$ cat src/rtl/agen_issue_arbiter_if.sv
// Shared operand widths, fission opcodes and the requester/AGEN signal bundle
// of the AGEN issue arbiter.
`ifndef AGEN_ISSUE_ARBITER_DEFS
`define AGEN_ISSUE_ARBITER_DEFS
`define SIZE_DATA       32
`define SIZE_IMMEDIATE  16
`define SIZE_OPCODE_I   6
`define OPC_LW          6'h01
`define OPC_SW          6'h02
`define OPC_DLW_L       6'h10
`define OPC_DLW_H       6'h11
`define OPC_DSW_L       6'h12
`define OPC_DSW_H       6'h13
`endif

// Handshake: requester op i moves when req_valid_i[i] & req_ready_o[i]; the registered
// op moves into AGEN when agen_valid_o & agen_ready_i and holds stable otherwise.
interface agen_issue_arbiter_if #(
  parameter int NUM_REQ = 2,
  parameter int TAG_W   = 7
) ();
  localparam int SRC_W = $clog2(NUM_REQ);

  logic [NUM_REQ-1:0]                 req_valid_i;
  logic [NUM_REQ-1:0]                 req_ready_o;
  logic [NUM_REQ*`SIZE_DATA-1:0]      req_data1_i;
  logic [NUM_REQ*`SIZE_IMMEDIATE-1:0] req_immd_i;
  logic [NUM_REQ*`SIZE_OPCODE_I-1:0]  req_opcode_i;
  logic [NUM_REQ*TAG_W-1:0]           req_tag_i;
  logic                               agen_valid_o;
  logic                               agen_ready_i;
  logic [`SIZE_DATA-1:0]              agen_data1_o;
  logic [`SIZE_IMMEDIATE-1:0]         agen_immd_o;
  logic [`SIZE_OPCODE_I-1:0]          agen_opcode_o;
  logic [TAG_W-1:0]                   agen_tag_o;
  logic [SRC_W-1:0]                   agen_src_o;

  modport slave (
    input  req_valid_i, req_data1_i, req_immd_i, req_opcode_i, req_tag_i, agen_ready_i,
    output req_ready_o, agen_valid_o, agen_data1_o, agen_immd_o, agen_opcode_o,
           agen_tag_o, agen_src_o
  );

  modport master (
    output req_valid_i, req_data1_i, req_immd_i, req_opcode_i, req_tag_i, agen_ready_i,
    input  req_ready_o, agen_valid_o, agen_data1_o, agen_immd_o, agen_opcode_o,
           agen_tag_o, agen_src_o
  );
endinterface

$ cat src/rtl/agen_issue_arbiter.sv
// Round-robin arbiter sharing one AGEN datapath among NUM_REQ issue lanes, with a
// registered output stage and an atomic-pair lock for fission (_L/_H) ops.
module agen_issue_arbiter #(
  parameter int NUM_REQ      = 2,
  parameter int TAG_W        = 7,
  parameter int LOCK_TIMEOUT = 15
) (
  input  logic                clk,
  input  logic                reset_n,
  input  logic                flush_i,
  agen_issue_arbiter_if.slave bus,
  output logic                lock_err_o,
  output logic                lock_dbg_o
);
  localparam int IDX_W = $clog2(NUM_REQ);
  localparam int CNT_W = $clog2(LOCK_TIMEOUT + 1);
  localparam int DW    = `SIZE_DATA;
  localparam int IW    = `SIZE_IMMEDIATE;
  localparam int OW    = `SIZE_OPCODE_I;

  typedef enum logic {ST_OPEN = 1'b0, ST_LOCKED = 1'b1} lock_state_t;
  lock_state_t r_state, w_state_nxt;

  logic [IDX_W-1:0]   r_rr_ptr, r_lock_src, r_agen_src, w_winner, w_idx, w_rr_base;
  logic [CNT_W-1:0]   r_lock_cnt, w_cnt_nxt;
  logic               r_lock_store, r_lock_err, r_agen_valid;
  logic [DW-1:0]      r_agen_data1, w_data1;
  logic [IW-1:0]      r_agen_immd, w_immd;
  logic [OW-1:0]      r_agen_op, w_op;
  logic [TAG_W-1:0]   r_agen_tag, w_tag;
  logic [NUM_REQ-1:0] w_elig, w_ready;
  logic               w_load, w_found, w_xfer, w_src_valid, w_timeout;
  logic               w_is_l, w_h_match, w_lock_err_nxt, w_rr_adv;

  function automatic logic [IDX_W-1:0] wrap_add(input logic [IDX_W-1:0] a,
                                                input logic [IDX_W:0]   b);
    logic [IDX_W:0] s;
    s = {1'b0, a} + b;
    if (s >= (IDX_W+1)'(NUM_REQ)) s = s - (IDX_W+1)'(NUM_REQ);
    return s[IDX_W-1:0];
  endfunction

  // Accepting is blocked while the output stage stalls, during flush and during reset.
  assign w_load      = reset_n && !flush_i && (!r_agen_valid || bus.agen_ready_i);
  assign w_src_valid = bus.req_valid_i[r_lock_src];

  always_comb begin
    w_elig = bus.req_valid_i;
    if (r_state == ST_LOCKED) begin
      w_elig             = '0;
      w_elig[r_lock_src] = w_src_valid;
    end
  end

  // Scan from the farthest slot back to rr_ptr so the nearest eligible index wins.
  always_comb begin
    w_found  = 1'b0;
    w_winner = '0;
    w_idx    = '0;
    for (int k = NUM_REQ - 1; k >= 0; k--) begin
      w_idx = wrap_add(r_rr_ptr, (IDX_W+1)'(k));
      if (w_elig[w_idx]) begin
        w_found  = 1'b1;
        w_winner = w_idx;
      end
    end
  end

  always_comb begin
    w_data1 = '0;
    w_immd  = '0;
    w_op    = '0;
    w_tag   = '0;
    for (int i = 0; i < NUM_REQ; i++) begin
      if (w_winner == IDX_W'(i)) begin
        w_data1 = bus.req_data1_i[i*DW +: DW];
        w_immd  = bus.req_immd_i[i*IW +: IW];
        w_op    = bus.req_opcode_i[i*OW +: OW];
        w_tag   = bus.req_tag_i[i*TAG_W +: TAG_W];
      end
    end
  end

  assign w_xfer    = w_load && w_found;
  assign w_is_l    = (w_op == `OPC_DLW_L) || (w_op == `OPC_DSW_L);
  assign w_h_match = r_lock_store ? (w_op == `OPC_DSW_H) : (w_op == `OPC_DLW_H);
  assign w_timeout = (r_state == ST_LOCKED) && !w_src_valid &&
                     (r_lock_cnt == CNT_W'(LOCK_TIMEOUT - 1));

  always_comb begin
    w_ready = '0;
    if (w_xfer) w_ready[w_winner] = 1'b1;
  end
  assign bus.req_ready_o = w_ready;

  always_ff @(posedge clk) begin
    if (!reset_n) r_state <= ST_OPEN;
    else          r_state <= w_state_nxt;
  end

  always_comb begin
    w_state_nxt    = r_state;
    w_lock_err_nxt = 1'b0;
    if (flush_i) begin
      w_state_nxt = ST_OPEN;
    end else begin
      case (r_state)
        ST_OPEN: begin
          if (w_xfer && w_is_l) w_state_nxt = ST_LOCKED;
        end
        ST_LOCKED: begin
          if (w_xfer) begin
            w_state_nxt    = ST_OPEN;
            w_lock_err_nxt = !w_h_match;
          end else if (w_timeout) begin
            w_state_nxt    = ST_OPEN;
            w_lock_err_nxt = 1'b1;
          end
        end
        default: w_state_nxt = ST_OPEN;
      endcase
    end
  end

  // Idle counting only runs while a lock is held across the cycle.
  always_comb begin
    w_cnt_nxt = '0;
    if (r_state == ST_LOCKED && w_state_nxt == ST_LOCKED && !w_src_valid &&
        r_lock_cnt != CNT_W'(LOCK_TIMEOUT))
      w_cnt_nxt = r_lock_cnt + 1'b1;
  end

  assign w_rr_adv  = !flush_i && (w_state_nxt == ST_OPEN) && (w_xfer || w_timeout);
  assign w_rr_base = w_xfer ? w_winner : r_lock_src;

  always_ff @(posedge clk) begin
    if (!reset_n) begin
      r_rr_ptr     <= '0;
      r_lock_src   <= '0;
      r_lock_cnt   <= '0;
      r_lock_store <= 1'b0;
      r_lock_err   <= 1'b0;
      r_agen_valid <= 1'b0;
      r_agen_data1 <= '0;
      r_agen_immd  <= '0;
      r_agen_op    <= '0;
      r_agen_tag   <= '0;
      r_agen_src   <= '0;
    end else begin
      r_lock_err <= w_lock_err_nxt;
      r_lock_cnt <= w_cnt_nxt;
      if (w_rr_adv) r_rr_ptr <= wrap_add(w_rr_base, (IDX_W+1)'(1));
      if (r_state == ST_OPEN && w_state_nxt == ST_LOCKED) begin
        r_lock_src   <= w_winner;
        r_lock_store <= (w_op == `OPC_DSW_L);
      end
      if (flush_i) begin
        r_agen_valid <= 1'b0;
      end else if (w_load) begin
        r_agen_valid <= w_found;
        if (w_found) begin
          r_agen_data1 <= w_data1;
          r_agen_immd  <= w_immd;
          r_agen_op    <= w_op;
          r_agen_tag   <= w_tag;
          r_agen_src   <= w_winner;
        end
      end
    end
  end

  assign bus.agen_valid_o  = r_agen_valid;
  assign bus.agen_data1_o  = r_agen_data1;
  assign bus.agen_immd_o   = r_agen_immd;
  assign bus.agen_opcode_o = r_agen_op;
  assign bus.agen_tag_o    = r_agen_tag;
  assign bus.agen_src_o    = r_agen_src;
  assign lock_err_o        = r_lock_err;
  assign lock_dbg_o        = (r_state == ST_LOCKED);
endmodule

$ cat src/flat_wrapper.sv
// flat-port wrapper written by rule: the top's interface ports become plain ports
module agen_issue_arbiter_flat 
#(
  parameter int NUM_REQ      = 2,
  parameter int TAG_W        = 7,
  parameter int LOCK_TIMEOUT = 15
)
  (clk, reset_n, flush_i, lock_err_o, lock_dbg_o, bus_req_valid_i, bus_req_data1_i, bus_req_immd_i, bus_req_opcode_i, bus_req_tag_i, bus_agen_ready_i, bus_req_ready_o, bus_agen_valid_o, bus_agen_data1_o, bus_agen_immd_o, bus_agen_opcode_o, bus_agen_tag_o, bus_agen_src_o);
  agen_issue_arbiter_if #(.NUM_REQ(NUM_REQ), .TAG_W(TAG_W)) bus_i ();
  input  logic clk;
  input  logic reset_n;
  input  logic flush_i;
  output logic lock_err_o;
  output logic lock_dbg_o;
  input wire logic [$bits(bus_i.req_valid_i)-1:0] bus_req_valid_i;
  input wire logic [$bits(bus_i.req_data1_i)-1:0] bus_req_data1_i;
  input wire logic [$bits(bus_i.req_immd_i)-1:0] bus_req_immd_i;
  input wire logic [$bits(bus_i.req_opcode_i)-1:0] bus_req_opcode_i;
  input wire logic [$bits(bus_i.req_tag_i)-1:0] bus_req_tag_i;
  input wire logic [$bits(bus_i.agen_ready_i)-1:0] bus_agen_ready_i;
  output wire logic [$bits(bus_i.req_ready_o)-1:0] bus_req_ready_o;
  output wire logic [$bits(bus_i.agen_valid_o)-1:0] bus_agen_valid_o;
  output wire logic [$bits(bus_i.agen_data1_o)-1:0] bus_agen_data1_o;
  output wire logic [$bits(bus_i.agen_immd_o)-1:0] bus_agen_immd_o;
  output wire logic [$bits(bus_i.agen_opcode_o)-1:0] bus_agen_opcode_o;
  output wire logic [$bits(bus_i.agen_tag_o)-1:0] bus_agen_tag_o;
  output wire logic [$bits(bus_i.agen_src_o)-1:0] bus_agen_src_o;
  assign bus_i.req_valid_i = bus_req_valid_i;
  assign bus_i.req_data1_i = bus_req_data1_i;
  assign bus_i.req_immd_i = bus_req_immd_i;
  assign bus_i.req_opcode_i = bus_req_opcode_i;
  assign bus_i.req_tag_i = bus_req_tag_i;
  assign bus_i.agen_ready_i = bus_agen_ready_i;
  assign bus_req_ready_o = bus_i.req_ready_o;
  assign bus_agen_valid_o = bus_i.agen_valid_o;
  assign bus_agen_data1_o = bus_i.agen_data1_o;
  assign bus_agen_immd_o = bus_i.agen_immd_o;
  assign bus_agen_opcode_o = bus_i.agen_opcode_o;
  assign bus_agen_tag_o = bus_i.agen_tag_o;
  assign bus_agen_src_o = bus_i.agen_src_o;
  agen_issue_arbiter #(.NUM_REQ(NUM_REQ), .TAG_W(TAG_W), .LOCK_TIMEOUT(LOCK_TIMEOUT)) u_core (.clk(clk), .reset_n(reset_n), .flush_i(flush_i), .bus(bus_i), .lock_err_o(lock_err_o), .lock_dbg_o(lock_dbg_o));
endmodule
$ cat config.mk
export PLATFORM = sky130hd
export DESIGN_NAME = agen_issue_arbiter_flat
export DESIGN_NICKNAME = d
export VERILOG_FILES = /design/src/rtl/agen_issue_arbiter_if.sv /design/src/rtl/agen_issue_arbiter.sv /design/src/flat_wrapper.sv
export SDC_FILE = /design/constraint.sdc
export NUM_CORES = 1
export LEC_CHECK = 0
export CAP_MARGIN = 20
export CORE_AREA = 2 2 79 81
export DETAILED_ROUTE_END_ITERATION = 8
export DIE_AREA = 0 0 81 83
export DONT_BUFFER_PORTS = 1
export GPL_ROUTABILITY_DRIVEN = 0
export GPL_TIMING_DRIVEN = 0
export PLACE_DENSITY = 0.75
export SLEW_MARGIN = 20
export SYNTH_ARGS = -nofsm -noshare
export SYNTH_HDL_FRONTEND = slang
export SYNTH_SLANG_ARGS = --single-unit
$ cat constraint.sdc
create_clock -name clk -period 2.3 [get_ports clk]
set_clock_uncertainty 0.1 [all_clocks]
set_input_delay 0.46 -clock clk [delete_from_list [all_inputs] [get_ports clk]]
set_output_delay 0.46 -clock clk [all_outputs]
set_load 0.03 [all_outputs]
==> key figures <==
Run status
  – Status: complete, no violations

Die
  – IO Count: 195
  – DIE WIDTH: 81 µm
  – Starting Density: 59.32%
  – Die Span Y: 83 µm
  – Site Rows: 28
  – Die area: 6723 µm²
  – Core area: 5816 µm²

Logic synthesis
  – Top cells by area, synth: dfxtp_1, nand2_1, a311oi_2
  – Cell Area, Synth: 3450 µm²
  – Most common cell in the netlist: nand2_1
  – Synth cell types: 39
  – Number of synthesized flops with an enable pin: 0
  – Async SR Flop Fraction: 0%
  – Register bit total from synthesis: 72
  – Top cell type's share of synthesized area: 41.78%
  – Most used DFF post-synth: dfxtp_1
  – Post-synthesis sequential area ratio: 41.78%
  – Synth Net Count: 544
  – Syn Area/Cell: 8.332 µm²
  – Synth cell count leaders: nand2_1, dfxtp_1, nor2_1
  – Post-synth top area cell: dfxtp_1
  – Mapped Cells: 414
  – Yosys warning count: 0

Timing
  – Worst Max-Slew Pin Slew: 0.6688 ns
  – Fin crit share: 97.69%
  – Final Max Tran Viols: 0
  – RSZ-0062 raised after global routing: no
  – Crit path time final: 2.247 ns
  – Fin. Hold Viols: 0
  – Setup violators final: 0
  – Final hold slack: 0.09623 ns
  – Worst rel slew slack: 55.42%
  – FMAX: 445.1 MHz

Global route
  – Vias in the first global route: 3,101
  – Largest net degree at the start of global routing: 20
  – First-pass GRT wire length: 15.01 mm
  – Overall routing resource usage: 28.33%
  – Initial antenna violation count: 0
  – Grt ovf: 0

Clock tree
  – Clock sinks: 72
  – H-tree depth: 3
  – Post-CTS Hold Fix Bufs: 0
  – CTS Root Cell: clkbuf_8
  – Cts bufs inserted: 9
  – CTS Buffer Depth: 2
  – CTS tree: done
  – Worst skew pair latency: 0.34 ns
  – CTS clk-pin slew, worst paths: 0.07 ns

Layout
  – Fin nets: 561
  – Cell Count, Final, Fillers Out: 510
  – Final instance area: 3866 µm²
  – Layout cells sized above 1: 18.62%
  – Number of inserted diodes: 0
  – Fillers: 502
  – Area grow syn2layout: 12.08%

Flow run
  – Max-Cap Viols: 0

Pwr
  – Max IR drop VDD: 0.0004688 V
  – Standby leakage power: 1.435 nW
  – P per Cell Area: 778.3 nW/µm²
  – Final Power: 3.009 mW

Route
  – Vias per std cell: 6.149
  – ANT nets after route: 0
  – DRT Pass-1 Iters: 4
  – WL final: 9.699 mm
  – Via count: 3,136
  – 1st-iter DRT viols: 111
  – WL/cell: 19.02 µm
  – DRC viols: 0

Setup path
  – Startpoint Class: flip-flop
  – Required time worst endpoint: 1.74 ns
  – CP endpoint kind: output port
  – Crit path cell chain: buf_6 > or3b_4 > o2111a_1 > buf_12 > nand2_4 > inv_4
  – CP peak stage delay: 0.41 ns
  – Critical-path maximum fanout: 6
  – CP arrival: 1.69 ns
  – Crit-path leading delay family: simple AND/OR/NAND/NOR gates
  – Slowest CP cell: dfxtp_4
  – Critical path type: flip-flop to output port
  – Worst path bufs/invs: 3

Place
  – Cell Count Post-Placement: 489
  – Detailed Place HPWL: 7.243 mm
  – Placed cell areas: 3546 µm²
  – IO Port Bufs: 0

Worst hold path
  – HP Class: input port to flip-flop
==> report_power, final <==
part / switching (mW) / leakage, nW / total, mW / internal, mW
registers: 0.193 / 0.591 / 1.51 / 1.32
clock network: 0.458 / 0.112 / 1.12 / 0.664
logic: 0.229 / 0.732 / 0.376 / 0.147
==> worst paths after layout <==
check | from | to | slack (ns) | cells after the start
worst min-delay path | flush_i | u_core.lock_dbg_o | 0.1 | 1
worst max register to register | u_core.lock_dbg_o | u_core.bus.agen_data1_o[18] | 0.15 | 7
worst min register to register | u_core.r_lock_cnt[0] | u_core.r_lock_cnt[0] | 0.36 | 1
worst max-delay path | u_core.lock_dbg_o | bus_req_ready_o[1] | 0.05 | 6
==> through the flow <==
| step | setup WS (ns) | utilization (%) | setup TNS, ns |
|---|---|---|---|
| floorplan | 0.02121 | - | 0 |
| detailed placement | -0.1242 | 60.97 | -0.1607 |
| global placement | -0.1227 | 60.97 | -0.1574 |
| finish | 0.05319 | 66.48 | 0 |
| CTS | 0.0002066 | 65.79 | 0 |
| global route | 0.001115 | 66.48 | 0 |
==> repair_timing <==
item	4_1_cts	5_1_grt
pin swaps	3	3
hold endpoints to repair	0	0
setup endpoints to repair	2	56
buffers inserted	5	4
gates resized for setup	11	14
==> metal layers <==
metal  track usage (%)  part of all wire, %  vias to the layer above
met5                 0                    0                        -
met3             10.54                   11                       17
li1                  -                    -                     1490
met2             48.23                   51                      152
met4             11.71                  1.8                        0
met1             31.13                   36                     1477
==> worst register-to-register path: cells and delay by family (launching register included) <==
family / cells / cell delay, ns
buf+inv: 3 / 0.67
flops: 1 / 0.38
simple gates: 3 / 0.64
compound gates: 1 / 0.28
==> cells in the final DEF (no fill, tap or decap), types with 2 or more instances in the layout <==
cell and instances:
buf_4 10, nor4b_1 2, nand3_1 5, nand4_1 2
a211oi_1 2, xor2_1 2, inv_1 3, clkbuf_1 13
buf_12 2, mux2i_1 4, o21ai_1 2, bufinv_16 2
nand2_1 125, or3b_4 2, a311oi_1 30, clkbuf_8 11
ha_1 2, dfxtp_1 71, nand2b_1 2, nor2_1 66
nor2b_1 3, clkbuf_2 7, a21oi_1 7, a311oi_2 30
o21ai_0 2, buf_6 3, buf_2 7
==> cell type report <==
cell class              instances  area, µm²  area share [%]
plain buffers                  32      183.9           4.757
clock buffers                  12      155.1           4.013
clock inverters                 3      65.06           1.683
inverters                       4      17.52          0.4531
multi-input cells             303       1826           47.22
flip-flops and latches         72       1445           37.38
well taps                      75      93.84           2.427
repair buffers                  9      80.08           2.071
==> state kept, by name (all words and copies together), names as in the netlist <==
register and flops:
u_core.bus.agen_valid_o 1, u_core.bus.agen_data1_o 32, u_core.r_lock_store 1, u_core.bus.agen_opcode_o 6, u_core.r_rr_ptr 1, u_core.bus.agen_immd_o 16, u_core.r_lock_src 1, u_core.lock_err_o 1
u_core.bus.agen_tag_o 7, u_core.r_lock_cnt 4, u_core.bus.agen_src_o 1, u_core.lock_dbg_o 1
==> kinds of logic (layout without fill, tap and decap cells) <==
group / Yosys count / in the layout / synth area share [%]
AO/OA/AOI/OAI: 80 / 80 / 24.37
flip-flops: 72 / 72 / 41.78
adder cells (fa/ha/maj): 2 / 2 / 0.7253
AND/OR/NAND/NOR: 215 / 215 / 25.57
multiplexers: 4 / 4 / 1.161
buffers and inverters: 39 / 60 / 5.876
XOR/XNOR: 2 / 2 / 0.5079
Note: power is estimated with default switching activity, not from simulation.
